<file path="src/rtl/uart_num_formatter.sv">
// Formats a 32-bit value as "<tag>=<decimal>" and hands it to the UART string transmitter.
// Define NUM_FMT_SIGNED_EN to treat fmt_value as two's complement with a leading '-'.
module uart_num_formatter #(
  parameter logic [7:0] SEP_CHAR      = 8'h3D,
  parameter int         BUSY_WAIT_MAX = 16
) (
  input  logic          sys_clk,
  input  logic          sys_rst_n,
  input  logic          fmt_req,
  input  logic [31:0]   fmt_value,
  input  logic [7:0]    fmt_tag,
  output logic          fmt_ready,
  output logic          fmt_done,
  output logic          fmt_err,
  output logic [1095:0] tx_string,
  output logic [7:0]    tx_length,
  output logic          tx_req,
  input  logic          tx_busy
);

  typedef enum logic [2:0] {
    IDLE,
    CONV,
    PACK,
    SEND,
    WAIT_BUSY,
    WAIT_IDLE
  } state_t;

  state_t        state;
  state_t        state_nxt;
  logic [31:0]   bin_reg;
  logic [39:0]   bcd_reg;
  logic [39:0]   bcd_adj;
  logic [4:0]    step_cnt;
  logic [7:0]    wait_cnt;
  logic [103:0]  payload;
  logic          started;
  logic [3:0]    digit_idx;
  logic [3:0]    digit;
  logic          emit;

  // Payload never exceeds 13 bytes, so only the low bytes are real storage.
  assign tx_string = {992'b0, payload};
  assign fmt_ready = (state == IDLE);

  always_comb begin
    bcd_adj = bcd_reg;
    for (int i = 0; i < 10; i++) begin
      if (bcd_reg[4*i +: 4] >= 4'd5) begin
        bcd_adj[4*i +: 4] = bcd_reg[4*i +: 4] + 4'd3;
      end
    end
  end

  // PACK walks digits MSD first; the units digit always emits so zero prints as "0".
  assign digit_idx = 4'd9 - step_cnt[3:0];
  assign digit     = bcd_reg[{digit_idx, 2'b00} +: 4];
  assign emit      = started | (digit != 4'd0) | (digit_idx == 4'd0);

  always_ff @(posedge sys_clk) begin
    if (!sys_rst_n) begin
      state <= IDLE;
    end else begin
      state <= state_nxt;
    end
  end

  always_comb begin
    state_nxt = state;
    case (state)
      IDLE:      if (fmt_req) state_nxt = CONV;
      CONV:      if (step_cnt == 5'd31) state_nxt = PACK;
      PACK:      if (step_cnt == 5'd9) state_nxt = SEND;
      SEND:      state_nxt = WAIT_BUSY;
      WAIT_BUSY: begin
        if (tx_busy) begin
          state_nxt = WAIT_IDLE;
        end else if (wait_cnt == 8'(BUSY_WAIT_MAX - 1)) begin
          state_nxt = IDLE;
        end
      end
      WAIT_IDLE: if (!tx_busy) state_nxt = IDLE;
      default:   state_nxt = IDLE;
    endcase
  end

  always_ff @(posedge sys_clk) begin
    if (!sys_rst_n) begin
      bin_reg   <= '0;
      bcd_reg   <= '0;
      step_cnt  <= '0;
      wait_cnt  <= '0;
      payload   <= '0;
      started   <= 1'b0;
      tx_length <= '0;
      tx_req    <= 1'b0;
      fmt_done  <= 1'b0;
      fmt_err   <= 1'b0;
    end else begin
      tx_req   <= 1'b0;
      fmt_done <= 1'b0;
      fmt_err  <= 1'b0;
      case (state)
        IDLE: begin
          if (fmt_req) begin
            bin_reg   <= fmt_value;
            bcd_reg   <= '0;
            step_cnt  <= '0;
            wait_cnt  <= '0;
            started   <= 1'b0;
            payload   <= {88'h0, SEP_CHAR, fmt_tag};
            tx_length <= 8'd2;
`ifdef NUM_FMT_SIGNED_EN
            if (fmt_value[31]) begin
              bin_reg        <= 32'(-fmt_value);
              payload[23:16] <= 8'h2D;
              tx_length      <= 8'd3;
            end
`endif
          end
        end
        CONV: begin
          {bcd_reg, bin_reg} <= {bcd_adj, bin_reg} << 1;
          step_cnt           <= step_cnt + 5'd1;
        end
        PACK: begin
          if (emit) begin
            payload[{tx_length[3:0], 3'b000} +: 8] <= 8'h30 + {4'h0, digit};
            tx_length <= tx_length + 8'd1;
            started   <= 1'b1;
          end
          step_cnt <= step_cnt + 5'd1;
        end
        SEND: begin
          tx_req   <= 1'b1;
          wait_cnt <= '0;
        end
        WAIT_BUSY: begin
          if (!tx_busy) begin
            if (wait_cnt == 8'(BUSY_WAIT_MAX - 1)) begin
              fmt_err <= 1'b1;
            end else begin
              wait_cnt <= wait_cnt + 8'd1;
            end
          end
        end
        WAIT_IDLE: begin
          if (!tx_busy) fmt_done <= 1'b1;
        end
        default: ;
      endcase
    end
  end

endmodule

</file>
<file path="config.mk">
export PLATFORM = sky130hd
export DESIGN_NAME = uart_num_formatter
export DESIGN_NICKNAME = d
export VERILOG_FILES = /design/src/rtl/uart_num_formatter.sv
export SDC_FILE = /design/constraint.sdc
export NUM_CORES = 1
export LEC_CHECK = 0
export BUFFER_PORTS_ARGS = -buffer_cell sky130_fd_sc_hd__buf_2
export CAP_MARGIN = 20
export CORE_AREA = 2 2 451 453
export CTS_BUF_LIST = sky130_fd_sc_hd__clkbuf_16
export DETAILED_ROUTE_END_ITERATION = 6
export DIE_AREA = 0 0 453 455
export PLACE_DENSITY = 0.3
export SKIP_CTS_REPAIR_TIMING = 1
export SLEW_MARGIN = 25
export SYNTH_ARGS = -nofsm -noshare
export SYNTH_HDL_FRONTEND = slang
export SYNTH_SLANG_ARGS = --single-unit
</file>
<file path="constraint.sdc">
create_clock -name sys_clk -period 3.2 [get_ports sys_clk]
set_input_delay 0.64 -clock sys_clk [delete_from_list [all_inputs] [get_ports sys_clk]]
set_output_delay 0.64 -clock sys_clk [all_outputs]
set_load 0.02 [all_outputs]
</file>
### Word-level counts from Yosys, hierarchy flattened

Index checks and enable logic that the tools add are counted.

| word-level totals | value |
|---|---|
| bits in registers | 204 |
| logic and storage cells | 115 |
| input bits | 44 |
| output and inout port bits | 1108 |

| operators by class | value |
|---|---|
| bitwise operators | 4 |
| shift-type cells | 3 |
| mux-type cells | 40 |
| order comparisons | 10 |
| $add $sub $neg | 16 |
| reductions and logical operators | 15 |
| eq/ne operators | 16 |

Operators by type and width:

| operator | number |
|---|---|
| 104-bit 2-to-1 mux | 2 |
| 104-bit one-hot mux with 2 select lines | 1 |
| 104-bit bitwise mux | 1 |
| 8-bit by 9-bit variable shift with 104-bit output, first input constant | 1 |
| 8-bit by 9-bit indexed part select with 104-bit output | 1 |
| 40-bit one-hot mux with 2 select lines | 1 |
| 32-bit one-hot mux with 2 select lines | 1 |
| 4-bit by 3-bit >= comparator with 1-bit output, second input constant | 10 |
| 40-bit 2-to-1 mux | 1 |
| 8-bit 2-to-1 mux | 5 |
| 40-bit by 7-bit indexed part select with 4-bit output | 1 |
| 4-bit by 2-bit adder with 4-bit output, second input constant | 9 |
| 4-bit 2-to-1 mux | 9 |
| 32-bit 2-to-1 mux | 1 |
| 8-bit one-hot mux with 3 select lines | 1 |
| 3-bit 2-to-1 mux | 7 |
| 3-bit one-hot mux with 6 select lines | 1 |
| 8-bit by 1-bit adder with 8-bit output, second input constant | 2 |
| 8-bit one-hot mux with 2 select lines | 1 |
| 2-bit inequality test, second input constant | 7 |
| 5-bit one-hot mux with 2 select lines | 1 |
| 7-bit negator with 9-bit output | 1 |
| 8-bit by 4-bit equality test with 1-bit output, second input constant | 1 |
| 6-bit by 4-bit adder with 7-bit output, first input constant | 1 |
| 25 further kinds | 37 |

### Depth between registers and ports, before layout

Gate-level depths: netlist of run 1.

| logic depth | value |
|---|---|
| depth in word-level cells | 7 |
| gate-level depth with buffers | 14 |
| mapped depth without buffers | 10 |

### Least setup slack after synthesis of run 1

Ideal clock, no wire load.

| timing | value |
|---|---|
| path kind | register to register |
| start | register step_cnt[1] |
| end | register tx_length[3] |
| library setup time | 120 ps |
| period minus slack after synthesis | 2908 ps |
| path slack | 292 ps |
| stages on the path, launching flop included | 13 |
| data required time | 3080 ps |
| path buffers | 3 |
| data arrival time | 2788 ps |
| path through | dfxtp_1 -> buf_6 -> buf_2 -> inv_1 -> ha_1 -> xnor2_1 -> clkbuf_1 -> nor4_1 -> a211oi_2 -> nand4bb_2 -> o21a_1 -> and3_1 -> o31a_1 |

| on the way | value |
|---|---|
| cells in the longest elaborated chain, start to end | 7 |
| elaborated cells on any way between the ends | 8 |
| classes of those cells | add/sub (1); eq/ne (1); shift (1); bitwise (2); reduce/logical (3) |

RTL lines:

| item | line | text |
|---|---|---|
| start, declared | 35 | `logic [4:0] step_cnt;` |
| start signal, assigned | 125 | `step_cnt <= step_cnt + 5'd1;` |
| start signal, assigned | 133 | `step_cnt <= step_cnt + 5'd1;` |
| 4-bit subtractor * | 57 | `assign digit_idx = 4'd9 - step_cnt[3:0];` |
| 40-bit by 7-bit indexed part select with 4-bit output | 58 | `assign digit = bcd_reg[{digit_idx, 2'b00} +: 4];` |
| 4-bit nonzero test | 59 | `assign emit = started \| (digit != 4'd0) \| (digit_idx == 4'd0);` |
| 1-bit OR | 59 |  |
| 1-bit OR * | 59 |  |
| 2-bit inequality test (no line) * | -- |  |
| 3-bit AND reduction (no line) * | -- |  |
| end signal, assigned | 130 | `tx_length <= tx_length + 8'd1;` |
| end, declared | 16 | `output logic [7:0] tx_length,` |

Every way passes the cells marked *; elsewhere a longest branch is shown, timed or not.
A chain may end at the register's enable or synchronous reset.

### Worst setup path in the final report of run 1

| timing | value |
|---|---|
| start | register step_cnt[1] |
| end | register payload[10] |

| on the way | value |
|---|---|
| cells in the longest elaborated chain, start to end | 7 |
| elaborated cells on any way between the ends | 13 |
| classes of those cells | add/sub (2); eq/ne (1); shift (2); mux (3); bitwise (2); reduce/logical (3) |

RTL lines:

| item | line | text |
|---|---|---|
| 4-bit subtractor * | 57 |  |
| 40-bit by 7-bit indexed part select with 4-bit output | 58 |  |
| 6-bit by 4-bit adder with 7-bit output / 4-bit nonzero test (equally long branches) | 129, 59 |  |
| 8-bit by 9-bit indexed part select with 104-bit output / 1-bit OR (equally long branches) | 129, 59 |  |
| 104-bit bitwise mux / 1-bit OR (equally long branches) | 129, 59 |  |
| 104-bit 2-to-1 mux / 2-bit inequality test (equally long branches) | -- |  |
| 104-bit one-hot mux with 2 select lines / 3-bit AND reduction (equally long branches) | -- |  |
| end signal, assigned | 112 | `payload <= {88'h0, SEP_CHAR, fmt_tag};` |
| end signal, assigned by index | 129 | `payload[{tx_length[3:0], 3'b000} +: 8] <= 8'h30 + {4'h0, digit};` |
| end, declared | 37 | `logic [103:0] payload;` |

Every way passes the cells marked *; elsewhere a longest branch is shown, timed or not. The select of a mux whose other input is x is not followed.

==> impl_metrics.ini, run 1 <==
[run_status]
status = complete, no violations

[clock_tree]
clk_pin_slew_worst_paths_ns = 0.08
clock_latency_ns = 0.47
max-clock-path-buffers = 2
clockRootBuffer = clkbuf_16
cts-buffers-inserted = 17
htreeDepth = 4
clock_sinks = 168
cts_tree = built

[global_routing]
antenna_found_initial = 2
grt_max_degree = 84
grt_pass1_vias = 7964
grt_overflow = 0
grt_use_total_pct = 4.36
grt_pass1_wl_um = 63800

[setup_path]
crit_path_max_fanout = 29
endpoint_kind = flip-flop
arrival_ns = 3.24
worst_path_largest_cell_delay_ns = 0.50
r2r_start = step_cnt[1]
cp-start-kind = flip-flop
crit_start = step_cnt[1]
path_cells = inv_1 > ha_1 > inv_1 > and2_1 > a211oi_1 > nand2_1 > o21ai_4 > buf_12 > a22oi_2 > o221a_1
crit_type = flip-flop to flip-flop
crit_buf_inv = 3
critPathRequiredTime_ns = 3.56
cp_top_family = compound AO/OA/AOI/OAI gates
cp_slowest_cell = ha_1
critPathMostFrequentCell = inv_1

[synth]
yosysSeqAreaShare_pct = 21.1
synthFlopType = dfxtp_1
async_flop_share_pct = 0
synth_seq_cells = 168
synth-edff-count = 0
synthCells = 2054
synthTopCellsByCount = 1029 x buf_4, 168 x dfxtp_1, 115 x nand2_1
ys_warn_count = 0
avgSynthCellArea_um2 = 7.78
netlist.area_leader.share_pct = 48.4
ys_types = 56
syn_area_mm2 = 0.0160
synth_top_area_cell = buf_4
ys_top_cells_by_area = buf_4 48%, dfxtp_1 21%, a21oi_1 2.9%, nand2_1 2.7%, nor2_1 2.4%
yosysMostFrequentCell = buf_4

[drt]
dr_wl_met3_um = 2810
wl_um = 49300
top_layer_used = met4
drtIter0Drc = 594
drc_errors = 0
viasPerCell = 2.12
drtPass1Iterations = 5
ant_nets = 0
detail_route.wl_per_cell_um = 10.2
wl_met1_um = 19500
vias = 10263
dr_wl_met2_um = 26600

[sta]
rsz0062_at_grt = false
finalCriticalPeriod_ns = 2.88
holdWs_ns = 0.449
setup_tns_ns = 0
worst_pin_slew_ns = 0.902
fin_crit_sh_pct = 90.0
slew_viol_final = 0
max_slew_margin_pct = 39.9
fin_worst_skew_ns = 0.0133
fmax_mhz = 347
setup_viol = 0
hold_violations = 0

[worst_hold_path]
hold_class = input port to flip-flop
hold_start = fmt_tag[4]

[die]
dieHeight_um = 455
initial_utilization_pct = 7.94
ios = 1152
fp-row-count = 165
die_w_um = 453
design.die.area_mm2 = 0.206
coreArea_mm2 = 0.201

[final_layout]
layout-drive-gt1-share_pct = 10.4
synthToLayoutAreaGrowth_pct = 4.50
final_nets = 2230
largest_reg_flops = 68
antennaDiodeCount = 0
nFillCells = 23621

[place]
io_buffer_count = 135
place.gp.congestion = 0.716
dp_hpwl_um = 39700

[pwr]
p_per_area_mw_per_mm2 = 364
ir_worst_vdd_mv = 0.378
total_power_mw = 6.07
leakage_nw = 7.07

[run]
drv_cap = 0
[worst reg2reg max path, stage by stage (launching register included)]
cell and delay (ns):
dfxtp_1 0.41, inv_1 0.09, ha_1 0.50, inv_1 0.10
and2_1 0.21, a211oi_1 0.41, nand2_1 0.20, o21ai_4 0.23
buf_12 0.23, a22oi_2 0.16, o221a_1 0.25
[report_power, final]
part	leakage, nW	total [mW]	internal, mW	switching [mW]
logic	5.42	1.72	0.207	1.51
clock network	0.278	2.13	1.09	1.04
registers	1.36	2.22	2.16	0.0584
[through the flow]
| step | std cells | area, µm² | util (%) | setup slack [ns] |
|---|---|---|---|---|
| floorplan | 3069 | 19800 | - | 0.292 |
| global placement | 4809 | 16100 | 8.01 | 0.299 |
| detailed placement | 4809 | 16100 | 8.01 | 0.270 |
| CTS | 4841 | 16700 | 8.29 | 0.268 |
| global route | 4841 | 16700 | 8.29 | 0.0811 |
| finish | 4841 | 16700 | 8.29 | 0.319 |
[worst paths after layout]
path / to / slack [ns] / cells after the start
max reg2reg: payload[10] / 0.32 / 10
min: payload[4] / 0.45 / 2
max: payload[10] / 0.32 / 10
min reg2reg: bcd_reg[0] / 0.45 / 2
[placed cells by master (no fill, tap or decap), types with 6 or more instances in the layout]
cell       count
conb_1      1016
dfxtp_1      168
buf_2        135
nand2_1      115
nor2_1       102
a21oi_1       94
nand3_1       67
o21ai_0       53
nor3_1        34
a31oi_1       33
buf_4         31
ha_1          30
inv_1         29
o22ai_1       29
nand2b_1      20
xnor2_1       19
a22oi_1       19
o221ai_1      18
clkbuf_16     17
xor2_1        13
nand4_1       11
and3_1         7
mux2i_1        7
nor2b_1        7
nor4_1         6
and2_1         6
mux4_2         6
[area by class of cell]
class                           instances  area, µm²  share of cell area, %
Multi-Input combinational cell       1769       8300                   49.7
Sequential cell                       168       3360                   20.1
Tap cell                             2672       3340                   20.0
Timing Repair Buffer                  171       1010                   6.04
Clock buffer                           17        425                   2.55
Clock inverter                         15        146                  0.877
Inverter                               29        109                  0.652
[layer usage]
layer	GRT usage, %	vias up
li1	-	4921
met1	5.19	4895
met2	7.84	427
met3	1.18	20
met4	0.771	0
met5	0	-
[cells by family after synthesis]
logic type	Yosys count	synth area share (%)
compound gates	280	10.8
fa+ha+maj	30	2.35
other cells	1	0.0235
flops	168	21.1
simple gates	395	11.4
xor+xnor	32	1.75
mux	16	1.50
buf+inv	1132	51.0
(Power assumes the default switching activity.)
==> run 2, diff against run 1 <==
CELL_PAD_IN_SITES_DETAIL_PLACEMENT = 0   (was not set)
CELL_PAD_IN_SITES_GLOBAL_PLACEMENT = 1   (was not set)
CORE_AREA = 2 2 448 450   (was 2 2 451 453)
DIE_AREA = 0 0 450 452   (was 0 0 453 455)
==> run 2 against run 1 <==
- total power grew 3.2%
- die area shrank 1.3%
- count of clock-buffer cells in the layout is the same
- clock skew grew 0.0044 ns
- register-to-register slack gained 0.07 ns
- critical path type unchanged
- worst setup slack gained 0.068 ns
- critical endpoint is now payload[11]
- via count grew 0.95%
- fmax grew 2.4%
- cell area grew 0.60%
==> impl_metrics.ini, run 2 (synthesized netlist as in run 1, its figures left out) <==
[run_status]
status = complete, no violations

[die]
coreArea_mm2 = 0.199
ios = 1152
initial_utilization_pct = 8.04
fp-row-count = 164
design.die.area_mm2 = 0.203
die_w_um = 450
dieHeight_um = 452

[sta]
hold_violations = 0
max_slew_margin_pct = 50.8
worst_pin_slew_ns = 0.737
setup_viol = 0
fin_crit_sh_pct = 87.9
rsz0062_at_grt = false
fin_worst_skew_ns = 0.0176
slew_viol_final = 0
finalCriticalPeriod_ns = 2.81
fmax_mhz = 356
setup_tns_ns = 0

[place]
io_buffer_count = 135
dp_hpwl_um = 42500
placed_cell_area_mm2 = 0.0162
place.gp.congestion = 0.677

[run]
drv_cap = 0

[global_routing]
grt_pass1_vias = 8754
use_met3_pct = 1.01
grt_overflow = 0
grt_max_degree = 90
met1_usage_pct = 5.39
grt_use_total_pct = 4.83
grt_pass1_wl_um = 70200
antenna_found_initial = 2
grt_use_met2_pct = 9.24
gr-max-usage-layer = met2

[clock_tree]
clock_latency_ns = 0.50
cts-buffers-inserted = 17
clockRootBuffer = clkbuf_16
cts_tree = built
max-clock-path-buffers = 2
clk_pin_slew_worst_paths_ns = 0.08
clock_sinks = 168
htreeDepth = 4

[setup_path]
cp-start-kind = flip-flop
arrival_ns = 3.20
crit_path_max_fanout = 30
critPathMostFrequentCell = buf_4
cp_slowest_cell = mux4_2
crit_type = flip-flop to flip-flop
path_cells = buf_4 > buf_4 > mux4_2 > a211oi_2 > nand4bb_2 > o21ai_4 > buf_12 > a22oi_2 > o221a_1
worst_path_largest_cell_delay_ns = 0.54
critPathRequiredTime_ns = 3.59
endpoint_kind = flip-flop

[drt]
detail_route.wl_per_cell_um = 11.0
wl_um = 53100
vias = 10360
drc_errors = 0
ant_nets = 0
viasPerCell = 2.14
drtPass1Iterations = 6
drtIter0Drc = 370

[final_layout]
mostFrequentLayoutCell = conb_1
antennaDiodeCount = 0
final_nets = 2241
largest_reg_flops = 68
final_cell_mix = 1016 x conb_1, 168 x dfxtp_1, 135 x buf_2
synthToLayoutAreaGrowth_pct = 5.13
fin_util_pct = 8.46
layout-drive-gt1-share_pct = 11.0
post-route-cell-area_mm2 = 0.0168

[pwr]
ir_worst_vdd_mv = 0.433
p_per_area_mw_per_mm2 = 373
leakage_nw = 7.14
total_power_mw = 6.27

[worst_hold_path]
hold_class = input port to flip-flop
==> run 2: metal layers <==
metal	part of all wire (%)	vias up	wire (µm)
met2	55	499	29500
met5	0	-	0
li1	-	4948	-
met3	5.1	31	2710
met4	0.94	0	498
met1	38	4882	20400
==> run 2: final cells by class <==
cell class	count	area [µm²]
Fill cell	23419	182000
Timing Repair Buffer	182	1100
Inverter	29	109
Sequential cell	168	3360
Multi-Input combinational cell	1769	8300
Clock inverter	15	170
Clock buffer	17	425
Tap cell	2656	3320
==> run 2: where the power goes <==
group / leakage, nW / total [mW] / internal (mW) / switching, mW
Clock: 0.294 / 2.26 / 1.17 / 1.09
Sequential: 1.36 / 2.21 / 2.16 / 0.0499
Combinational: 5.48 / 1.79 / 0.229 / 1.56
Total: 7.14 / 6.27 / 3.56 / 2.70
==> run 2: worst max-delay path, delay by kind of cell (launching register included) <==
| kind | cells | cell delay, ns |
|---|---|---|
| mux | 1 | 0.54 |
| simple gates | 1 | 0.22 |
| flops | 1 | 0.33 |
| compound gates | 4 | 0.98 |
| buf+inv | 3 | 0.60 |
==> run 2: final timing paths <==
kind | start | cells past startpoint | slack, ns | endpoint
worst max register to register | step_cnt[1] | 9 | 0.39 | payload[11]
worst min register to register | bin_reg[8] | 2 | 0.45 | bin_reg[8]
worst max-delay path | step_cnt[1] | 9 | 0.39 | payload[11]
worst min-delay path | fmt_tag[5] | 2 | 0.43 | payload[5]
==> run 2: through the flow <==
stage	setup slack (ns)	hold WS [ns]	cells
6_report	0.387	0.428	4836
5_1_grt	0.123	0.399	4836
4_1_cts	0.335	0.379	4836
3_5_place_dp	0.354	0.446	4804
3_3_place_gp	0.367	0.444	4804
2_1_floorplan	0.292	0.432	3069
==> run 3, diff against run 2 <==
CELL_PAD_IN_SITES_DETAIL_PLACEMENT = 1   (was 0)
clock period = 2.75 ns   (was 3.2 ns; I/O delays follow)
==> run 3 against run 2 <==
- sequential cell count is the same
- sequential power grew 17%
- critical path depth grew 2
- global-route usage rose by 0.27 points
- clock power is 11% higher
- worst setup slack got worse by 0.22 ns
- fmax up 9.1%
- cell area up 1.6%
- non-clock buffer count increased by 30
- cell count up 0.62%
- largest power group is now sequential cells
==> impl_metrics.ini, run 3 (synthesized netlist as in run 1, its figures left out) <==
[run_status]
status = complete, no violations

[place]
placedCellCount = 4831
pre_cts_slack_ns = -0.127
dp_hpwl_um = 45100
place.gp.congestion = 0.663
io_buffer_count = 135

[drt]
ant_nets = 0
detail_route.wl_per_cell_um = 11.5
wl_um = 55800
drc_errors = 0
drtIter0Drc = 304
top_layer_used = met4
viasPerCell = 2.17
dr_wl_met2_um = 30500
vias = 10564
dr_wl_met3_um = 3130
drtPass1Iterations = 4
wl_met1_um = 21600

[final_layout]
antennaDiodeCount = 0
final_cell_mix = 1016 x conb_1, 166 x dfxtp_1, 135 x buf_2
layout-drive-gt1-share_pct = 12.6
synthToLayoutAreaGrowth_pct = 6.80
nFillCells = 24290
stdcell_count = 4866
mostFrequentLayoutCell = conb_1
largest_reg_flops = 68
final_nets = 2271

[setup_path]
endpoint_kind = flip-flop
cp_slowest_cell = dfxtp_4
crit_buf_inv = 3
worst_path_largest_cell_delay_ns = 0.38
cp-start-kind = flip-flop
crit_path_max_fanout = 17
cp_top_family = compound AO/OA/AOI/OAI gates
arrival_ns = 2.96
critPathRequiredTime_ns = 3.13
path_cells = inv_1 > ha_1 > xnor2_1 > buf_4 > and2_2 > a211oi_4 > nand4bb_4 > o21ai_4 > buf_12 > a22oi_2 > o221a_1
crit_type = flip-flop to flip-flop

[clock_tree]
clock_latency_ns = 0.49
clockRootBuffer = clkbuf_16
clk_pin_slew_worst_paths_ns = 0.07
max-clock-path-buffers = 2
clock_sinks = 168
cts_tree = built
cts-buffers-inserted = 17
htreeDepth = 4

[sta]
rsz0062_at_grt = false
fin_worst_skew_ns = 0.0105
setup_ws_ns = 0.172
fin_crit_sh_pct = 93.7
finalCriticalPeriod_ns = 2.58
worst_pin_slew_ns = 0.505
setup_viol = 0
slew_viol_final = 0
max_slew_margin_pct = 66.4
fmax_mhz = 388
hold_violations = 0
holdWs_ns = 0.345

[worst_hold_path]
hold_class = input port to flip-flop

[pwr]
ir_worst_vdd_mv = 0.379
p_per_area_mw_per_mm2 = 422
leakage_nw = 7.29

[die]
design.die.area_mm2 = 0.203
initial_utilization_pct = 8.04
ios = 1152
fp-row-count = 164
dieHeight_um = 452
coreArea_mm2 = 0.199
die_w_um = 450

[global_routing]
grt_overflow = 0
grt_pass1_wl_um = 75100
grt_use_total_pct = 5.10
grt_pass1_vias = 9764
antenna_found_initial = 4
grt_max_degree = 87

[run]
drv_cap = 0
==> run 3: cell types whose count changed in the layout (fill, tap and decap cells not counted), sizes merged <==
cell      delta
inv          -4
clkinv       +3
clkinvlp     +1
buf         +30
==> run 3: metrics by stage <==
| step | power [mW] | utilization [%] | instance area [µm²] | TNS (ns) |
|---|---|---|---|---|
| final | 7.21 | 8.59 | 17100 | 0 |
| after floorplan | 5.41 | - | 19800 | 0 |
| after CTS | 7.33 | 8.55 | 17000 | -3.13 |
| after global routing | 7.62 | 8.59 | 17100 | 0 |
| after global placement | 4.73 | 8.27 | 16400 | -2.22 |
| after detailed placement | 4.72 | 8.27 | 16400 | -2.85 |
==> run 3: power breakdown <==
part / internal (mW) / switching (mW) / leakage (nW)
clock network: 1.32 / 1.19 / 0.276
logic: 0.282 / 1.83 / 5.65
registers: 2.52 / 0.0679 / 1.36
==> run 3: layer usage <==
| metal | up-vias | track usage [%] |
|---|---|---|
| met1 | 5030 | 5.83 |
| met4 | 0 | 1.13 |
| met2 | 510 | 9.64 |
| met5 | - | 0 |
| met3 | 33 | 1.02 |
| li1 | 4991 | - |
==> run 3: final timing paths <==
path	from	cells after the start	to	slack, ns
max	step_cnt[1]	11	payload[11]	0.17
min	fmt_tag[4]	2	payload[4]	0.35
max reg2reg	step_cnt[1]	11	payload[11]	0.17
min reg2reg	bin_reg[31]	2	bcd_reg[0]	0.45
==> run 3: worst reg2reg max path: cells and delay by family, from the launching register on <==
family | cells | cell delay [ns]
DFF | 1 | 0.38
AOI/OAI and AO/OA | 4 | 0.94
buffers and inverters | 3 | 0.41
and+or+nand+nor | 2 | 0.42
adders and majority gates | 1 | 0.19
xor gates and xnor gates | 1 | 0.13
==> run 3: cell type report <==
type / count / area [µm²] / share of cell area (%)
Clock inverter: 15 / 136 / 0.799
Sequential cell: 168 / 3370 / 19.7
Timing Repair Buffer: 212 / 1350 / 7.88
Inverter: 29 / 109 / 0.638
Multi-Input combinational cell: 1769 / 8350 / 49.0
Clock buffer: 17 / 425 / 2.49
Tap cell: 2656 / 3320 / 19.5
